===== src/rtl/irq_pkg.sv =====
// irq_pkg: shared types and constants for the interrupt arbiter.
// Contents: arbiter state enum, default cause base, grant index width.
package irq_pkg;
    typedef enum logic [1:0] {IDLE, OFFER, SERVICE} irq_state_t;
    localparam logic [31:0] IRQ_CAUSE_BASE = 32'h8000_0010;
    localparam int IRQ_IDX_W = 4;
endpackage


===== src/rtl/irq_rr_picker.sv =====
// irq_rr_picker: combinational winner selection among effective requests.
// Ports: eff (masked requests), ptr (search start), idx (winner), valid (any request).
// IRQ_ARB_ROUND_ROBIN_EN defined: search upward from ptr with wrap; undefined: lowest index wins.
module irq_rr_picker
    import irq_pkg::*;
#(
    parameter int N_IRQ = 16
) (
    input  logic [N_IRQ-1:0]     eff,
    input  logic [IRQ_IDX_W-1:0] ptr,
    output logic [IRQ_IDX_W-1:0] idx,
    output logic                 valid
);
    localparam logic [IRQ_IDX_W:0] NW = (IRQ_IDX_W+1)'(N_IRQ);
    logic [N_IRQ-1:0]     rot;
    logic [IRQ_IDX_W-1:0] pos;
    logic [IRQ_IDX_W:0]   sum;
    assign valid = |eff;
`ifdef IRQ_ARB_ROUND_ROBIN_EN
    // Rotate so ptr lands on bit 0, priority-encode, then rotate the index back.
    always_comb begin
        rot = N_IRQ'({eff, eff} >> ptr);
        pos = '0;
        for (int i = N_IRQ - 1; i >= 0; i--) pos = rot[i] ? IRQ_IDX_W'(i) : pos;
        sum = {1'b0, pos} + {1'b0, ptr};
        idx = (sum >= NW) ? IRQ_IDX_W'(sum - NW) : IRQ_IDX_W'(sum);
    end
`else
    logic unused_ptr;
    assign unused_ptr = ^ptr;
    always_comb begin
        rot = eff;
        pos = '0;
        for (int i = N_IRQ - 1; i >= 0; i--) pos = rot[i] ? IRQ_IDX_W'(i) : pos;
        sum = {1'b0, pos};
        idx = pos;
    end
`endif
endmodule


===== src/rtl/irq_arbiter.sv =====
// irq_arbiter: sequences peripheral interrupt lines onto the core's single interrupt input.
// Ports: clk_i/rst (sync, active-high); irq_req_i/irq_mask_i peripheral side;
// irq_o/irq_cause_o/irq_ack_i/irq_ret_i core side; irq_ret_o one-hot return pulse; busy_o.
// IRQ_ARB_ROUND_ROBIN_EN selects round-robin arbitration; default is fixed priority.
module irq_arbiter
    import irq_pkg::*;
#(
    parameter int          N_IRQ      = 16,
    parameter logic [31:0] CAUSE_BASE = IRQ_CAUSE_BASE
) (
    input  logic             clk_i,
    input  logic             rst,
    input  logic [N_IRQ-1:0] irq_req_i,
    input  logic [N_IRQ-1:0] irq_mask_i,
    output logic             irq_o,
    output logic [31:0]      irq_cause_o,
    input  logic             irq_ack_i,
    input  logic             irq_ret_i,
    output logic [N_IRQ-1:0] irq_ret_o,
    output logic             busy_o
);
    irq_state_t           state, state_n;
    logic [IRQ_IDX_W-1:0] w, w_n, ptr, pick;
    logic [N_IRQ-1:0]     eff, ret_n;
    logic [31:0]          cause_n;
    logic                 irq_n, valid;
    assign eff = irq_req_i & irq_mask_i;
    irq_rr_picker #(.N_IRQ(N_IRQ)) u_picker (
        .eff   (eff),
        .ptr   (ptr),
        .idx   (pick),
        .valid (valid)
    );
`ifdef IRQ_ARB_ROUND_ROBIN_EN
    always_ff @(posedge clk_i) begin
        if (rst)
            ptr <= '0;
        else if (state == SERVICE && irq_ret_i)
            ptr <= (32'(w) == N_IRQ - 1) ? '0 : w + 1'b1;
    end
`else
    assign ptr = '0;
`endif
    always_comb begin
        state_n = state;
        w_n     = w;
        cause_n = irq_cause_o;
        irq_n   = irq_o;
        ret_n   = '0;
        case (state)
            IDLE: if (valid) begin
                state_n = OFFER;
                w_n     = pick;
                cause_n = CAUSE_BASE + 32'(pick);
                irq_n   = 1'b1;
            end
            // Ack takes precedence over a same-cycle withdrawal.
            OFFER: if (irq_ack_i) begin
                state_n = SERVICE;
                irq_n   = 1'b0;
            end else if (!eff[w]) begin
                state_n = IDLE;
                irq_n   = 1'b0;
            end
            SERVICE: if (irq_ret_i) begin
                state_n = IDLE;
                ret_n   = N_IRQ'(1) << w;
            end
            default: state_n = IDLE;
        endcase
    end
    always_ff @(posedge clk_i) begin
        if (rst) begin
            state       <= IDLE;
            w           <= '0;
            irq_o       <= 1'b0;
            irq_cause_o <= '0;
            irq_ret_o   <= '0;
            busy_o      <= 1'b0;
        end else begin
            state       <= state_n;
            w           <= w_n;
            irq_o       <= irq_n;
            irq_cause_o <= cause_n;
            irq_ret_o   <= ret_n;
            busy_o      <= state_n != IDLE;
        end
    end
endmodule


===== config.mk =====
export PLATFORM = sky130hd
export DESIGN_NAME = irq_arbiter
export DESIGN_NICKNAME = d
export VERILOG_FILES = /design/src/rtl/irq_pkg.sv /design/src/rtl/irq_rr_picker.sv /design/src/rtl/irq_arbiter.sv
export SDC_FILE = /design/constraint.sdc
export NUM_CORES = 1
export LEC_CHECK = 0
export ABC_AREA = 1
export BUFFER_PORTS_ARGS = -buffer_cell sky130_fd_sc_hd__buf_2
export CAP_MARGIN = 10
export CELL_PAD_IN_SITES_DETAIL_PLACEMENT = 0
export CELL_PAD_IN_SITES_GLOBAL_PLACEMENT = 1
export CORE_ASPECT_RATIO = 1.25
export CORE_MARGIN = 2
export CORE_UTILIZATION = 30
export DETAILED_ROUTE_END_ITERATION = 12
export GPL_TIMING_DRIVEN = 0
export HOLD_SLACK_MARGIN = 0.1
export PLACE_DENSITY_LB_ADDON = 0.12
export SLEW_MARGIN = 20
export SYNTH_ARGS = -nofsm -noshare
export SYNTH_HDL_FRONTEND = slang
export SYNTH_SLANG_ARGS = --single-unit

===== constraint.sdc =====
create_clock -name clk_i -period 4.1 [get_ports clk_i]
set_input_delay 0.82 -clock clk_i [delete_from_list [all_inputs] [get_ports clk_i]]
set_output_delay 0.82 -clock clk_i [all_outputs]
set_load 0.1 [all_outputs]

==> results of run 1 <==
[power groups by stage]
stage	sequential (mW)	combinational [mW]	clock (mW)
after floorplan	0.333	0.216	0
after global placement	0.270	0.328	0
after detailed placement	0.270	0.329	0
after CTS	0.264	0.330	0.149
after global routing	0.266	0.350	0.159
final	0.264	0.328	0.145
[logic make-up after synthesis]
kind of cell / after synthesis / share of synthesized area
DFF: 25 / 0.364
and+or+nand+nor: 95 / 0.328
buffers and inverters: 46 / 0.205
AOI/OAI and AO/OA: 20 / 0.101
other: 1 / 0.00273
[tightest hold or removal path, cell delays in order (launching register included)]
cell,delay (ps)
dfxtp_1,320
nand2_1,60
a21oi_1,50
[cell usage in the layout, fill, tap and decap left out, types with 2 or more instances in the layout]
cell type	count
dfxtp_1	25
nor3_1	16
a21oi_1	8
o31ai_1	2
buf_4	27
buf_2	61
conb_1	26
nand2_2	6
o21ai_1	2
nor2_1	10
inv_1	11
nand4_1	4
nor2_2	4
inv_2	5
clkbuf_8	3
nand3_1	2
nand2_1	49
[metrics by stage]
stage | cell area [um^2] | instances
after floorplan | 1470 | 212
after global placement | 1840 | 329
after detailed placement | 1840 | 329
after CTS | 1890 | 333
after global routing | 1890 | 333
final | 1890 | 333
[metal layers]
metal / GRT usage / part of all wire / wire, um
met3: 0.0169 / 0.055 / 171
met1: 0.135 / 0.39 / 1230
met5: 0 / 0 / 0
met4: 0.0447 / 0.015 / 48
met2: 0.245 / 0.54 / 1670
[sequential cells by signal, summed over array words and instances, names as in the netlist]
register     cells
irq_ret_o       16
irq_cause_o      2
irq_o            1
w                3
busy_o           1
state            2
[cell type report]
cell class	count	area, um^2	area share
clock inverters	1	7.51	0.00398
clock buffers	3	41.3	0.0219
multi-input cells	141	687	0.364
plain buffers	29	213	0.113
flip-flops and latches	25	500	0.265
repair buffers	59	295	0.157
well taps	58	72.6	0.0385
inverters	17	68.8	0.0365
[worst max path at each step]
stage,startpoint,to,cells past startpoint
after global placement,irq_req_i[2],busy_o,10
after detailed placement,irq_req_i[2],busy_o,10
final,w[1],irq_cause_o[1],1
after CTS,w[1],irq_cause_o[1],1
after global routing,w[1],irq_cause_o[1],1
after floorplan,irq_cause_o[4],irq_cause_o[31],1
==> results.toml, run 1 <==
[status]
status = "complete, no violations"

[floorplanning]
dieArea_mm2 = 0.00514
start_util = 0.313
die_x_um = 64.6
rows = 27
num_io_pins = 86
core_area_mm2 = 0.00439
die-height_um = 79.7

[hold_path]
min_path_cells = 2
hold_path_end = "irq_o"
hold_class = "flop to flop"
min_from = "irq_o"

[setup_path]
reg2reg_slack_ps = 2580
start_kind = "flop"
regToRegStartpoint = "w[0]"
critPathBufInv = 1
slowest_stage = "buf_2"
critical_path_class = "flop to output pin"
reg2reg_depth = 8
end_kind = "output pin"
max_stage_delay_ps = 490
cp_top_family = "buffers and inverters"
r2r_end = "busy_o"
cp_cell_sequence = "buf_2"
cp_max_fo = 6
cp.arrival_ps = 1240
cp_data_required_time_ps = 3280

[grt]
grt_max_degree = 16
antenna_found_initial = 0
grt_pass1_vias = 1218
overflow = 0
grt_pass1_wl_um = 5110
groute.usage.overall = 0.125

[power_and_ir_drop]
power_frac_comb = 0.445
p_total_uw = 736
switching_share = 0.468
clkPwrFrac = 0.197
p_switching_uw = 345
seq_power_share = 0.358
p_leak_nw = 1.05
p_int_uw = 392
powerDensity_mw_per_mm2 = 390
ir_drop_uv = 169

[timing]
min_period_over_period = 0.502
hold_slack_ps = 469
setup_viol = 0
fin_crit_ps = 2060
rsz0062_at_grt = "no"
finalHoldViolCount = 0
final-max-slew-violation-count = 0
setup_ws_ps = 2040
max_freq_mhz = 486
finalSetupTns_ps = 0
skew_ps = 10.0

[synth]
yosysTopAreaCellShare = 0.364
yosys_most_used_dff = "dfxtp_1"
synth_area_mm2 = 0.00138
ys_seq_area_frac = 0.364
synth_cells = 187
synthTopCellsByCount = "nand2_1 (49), buf_4 (27), dfxtp_1 (25)"
synth-edff-count = 0
yosys_register_bits = 25
avgSynthCellArea_um2 = 7.35
yosys.cell_types.count = 29
yosysTopAreaCell = "dfxtp_1"
synth_most_common_cell = "nand2_1"
synthArstFlopShare = 0
synthTopCellsByArea = "dfxtp_1 (36%), buf_4 (15%), nand2_1 (13%)"
yosys_warnings = 0

[routing]
drc = 0
wirelength_um = 3120
vias_per_cell = 3.96
routedWlPerCell_um = 9.36
num_vias = 1319
ant_nets = 0
drtIter0Drc = 35
dr.pass1.iters = 4

[clocking]
cts-root-buf = "clkbuf_8"
numCtsBuffers = 3
cts_tree = "done"
htree_levels = 1
post_cts.repair.setup_buffers = 0
cts.sinks = 25
clk_latency_ps = 270
cts-resized-gates = 0
clk_path_buf_depth = 2
hold_buffers = 0
path_clk_slew_ps = 90

[placement]
dpl_worst_slack_ps = 1910
place_hpwl_um = 2700
gp_congestion = 0.778
portBuffers = 59

[layout]
fin_nets = 312
nFillCells = 528
diodes = 0
area_delta_synth_final_pct = 37.1
drive_above_1_share = 0.415
final_util = 0.429

[flow_run]
max_cap_violations = 0
Power figures use the tool's default switching activity.
==> inputs of run 2 (changes only) <==
ABC_AREA = 0   (was 1)
CORE_UTILIZATION = 26   (was 30)
clock period = 1.81 ns   (was 4.1 ns; I/O delays follow)
==> run 2 against run 1 <==
  * Non-clock buffer count grew 4
  * Count of clock-buffer cells in the layout unchanged
  * Critical endpoint is now busy_o
  * Largest power group unchanged
  * Combinational power is 120% higher
  * Highest routed layer unchanged
==> results.toml, run 2 <==
[status]
status = "complete, no violations"

[setup_path]
cp.arrival_ps = 1840
reg2reg_depth = 7
start_kind = "flop"
cp_max_fo = 10
regToRegStartpoint = "w[0]"
r2r_end = "busy_o"
critical_path_class = "flop to flop"
slowest_stage = "a2111oi_2"
cp_data_required_time_ps = 2010
max_stage_delay_ps = 350
end_kind = "flop"
cp_cell_sequence = "buf_6 > nor2b_4 > a2111oi_2 > a21oi_1 > a32oi_2 > a21boi_2 > a21oi_1"
crit_top_cell = "a21oi_1"
reg2reg_slack_ps = 170

[routing]
wirelength_um = 3590
drtIter0Drc = 46
routedWlPerCell_um = 11.2
dr.pass1.iters = 4
num_vias = 1366
vias_per_cell = 4.26
drc = 0
ant_nets = 0

[placement]
dpl_worst_slack_ps = -136
post-place-cells = 317
portBuffers = 59
gp_congestion = 0.721
place_hpwl_um = 3000

[grt]
gr-usage-met3 = 0.0223
grt_pass1_vias = 1298
grt_pass1_wl_um = 6040
overflow = 0
grtUsageMet1 = 0.145
use_met2 = 0.232
groute.usage.overall = 0.124
grt_max_degree = 15
top_usage_layer = "met2"
antenna_found_initial = 0

[floorplanning]
num_io_pins = 86
dieArea_mm2 = 0.00595
rows = 29
die_x_um = 69.4
core_area_mm2 = 0.00512
start_util = 0.271
die-height_um = 85.7

[synth]
yosysTopAreaCell = "dfxtp_1"
synth_most_common_cell = "buf_4"
ys_seq_area_frac = 0.360
yosys_warnings = 0
synth_cells = 171
yosys_most_used_dff = "dfxtp_1"
synth_area_mm2 = 0.00139
yosys_register_bits = 25
yosysTopAreaCellShare = 0.360
synthTopCellsByCount = "buf_4 (27), dfxtp_1 (25), nand2_1 (23)"
synth-edff-count = 0
avgSynthCellArea_um2 = 8.12
synthTopCellsByArea = "dfxtp_1 (36%), buf_4 (15%), nand2_1 (6.2%)"
yosys.cell_types.count = 39
synthArstFlopShare = 0

[power_and_ir_drop]
clkPwrFrac = 0.198
powerDensity_mw_per_mm2 = 860
switching_share = 0.452
p_int_uw = 901
seq_power_share = 0.360
p_switching_uw = 745
p_total_mw = 1.65
p_leak_nw = 0.961
ir_drop_uv = 352
power_frac_comb = 0.442

[clocking]
cts_tree = "done"
post_cts.repair.setup_buffers = 0
cts-root-buf = "clkbuf_8"
clk_path_buf_depth = 2
numCtsBuffers = 3
htree_levels = 1
cts-resized-gates = 0
clk_latency_ps = 270
path_clk_slew_ps = 90
hold_buffers = 0
cts.sinks = 25

[layout]
fin_nets = 296
drive_above_1_share = 0.402
reg_top3 = "irq_ret_o x16, w x3"
final_common_cell = "buf_2"
largest_reg_flops = 16
finalNonFillerCells = 321
final_cell_mix = "buf_2 (60), buf_4 (27), conb_1 (26)"
area_delta_synth_final_pct = 37.7
diodes = 0
regMostFlops = "irq_ret_o"

[timing]
fin_crit_ps = 1640
finalHoldViolCount = 0
min_period_over_period = 0.908
skew_ps = 5.31
rsz0062_at_grt = "no"
max_freq_mhz = 609
setup_ws_ps = 167
finalSetupTns_ps = 0
setup_viol = 0
final-max-slew-violation-count = 0

[flow_run]
max_cap_violations = 0

[hold_path]
hold_path_end = "w[1]"
min_from = "irq_mask_i[0]"
min_path_cells = 4
hold_class = "input port to flop"
==> run 2: critical path, delay by kind of cell (launching register included) <==
kind,cells,cell delay [ps]
AO/OA/AOI/OAI,5,950
buffers and inverters,1,130
flip-flops,1,340
AND/OR/NAND/NOR,1,130
==> run 2: routing by layer <==
layer / part of all wire / vias to the layer above
li1: - / 722
met1: 0.42 / 596
met2: 0.53 / 46
met3: 0.045 / 2
met4: 0.0086 / 0
met5: 0 / -
==> run 2: worst max-delay path by stage <==
stage                       from     end  slack [ps]
CTS                         w[0]  busy_o          80
detailed placement  irq_req_i[2]  busy_o        -140
finish                      w[0]  busy_o         170
global placement    irq_req_i[8]  busy_o        -180
floorplan                   w[0]   irq_o          20
global route                w[0]  busy_o          30
==> run 2: area by class of cell <==
cell class                 instances  area (um^2)
multi-input combinational        135          733
timing repair buffer              59          295
clock inverter                     1         5.00
fill                             547         3200
sequential                        25          507
buffer                            33          243
inverter                           3         11.3
tap                               62         77.6
clock buffer                       3         41.3
==> run 2: cell families (layout without fill, tap and decap cells) <==
group	Yosys count	after routing	share of synthesized area
AOI/OAI and AO/OA	34	34	0.184
buffers and inverters	36	99	0.182
DFF	25	25	0.360
muxes	1	1	0.00721
other	1	26	0.00270
and+or+nand+nor	74	74	0.264
==> run 2: power by group through the flow <==
stage | Sequential [mW] | Clock, mW | Combinational (mW)
2_1_floorplan | 0.739 | 0 | 0.477
3_3_place_gp | 0.605 | 0 | 0.726
3_5_place_dp | 0.606 | 0 | 0.725
4_1_cts | 0.593 | 0.340 | 0.726
5_1_grt | 0.597 | 0.367 | 0.771
6_report | 0.592 | 0.326 | 0.728
==> run 2: through the flow <==
step / utilization / hold WS (ps) / cell area, um^2
5_1_grt: 0.374 / 460 / 1910
2_1_floorplan: - / 530 / 1490
4_1_cts: 0.373 / 427 / 1910
3_5_place_dp: 0.364 / 460 / 1860
3_3_place_gp: 0.364 / 451 / 1860
6_report: 0.374 / 433 / 1910
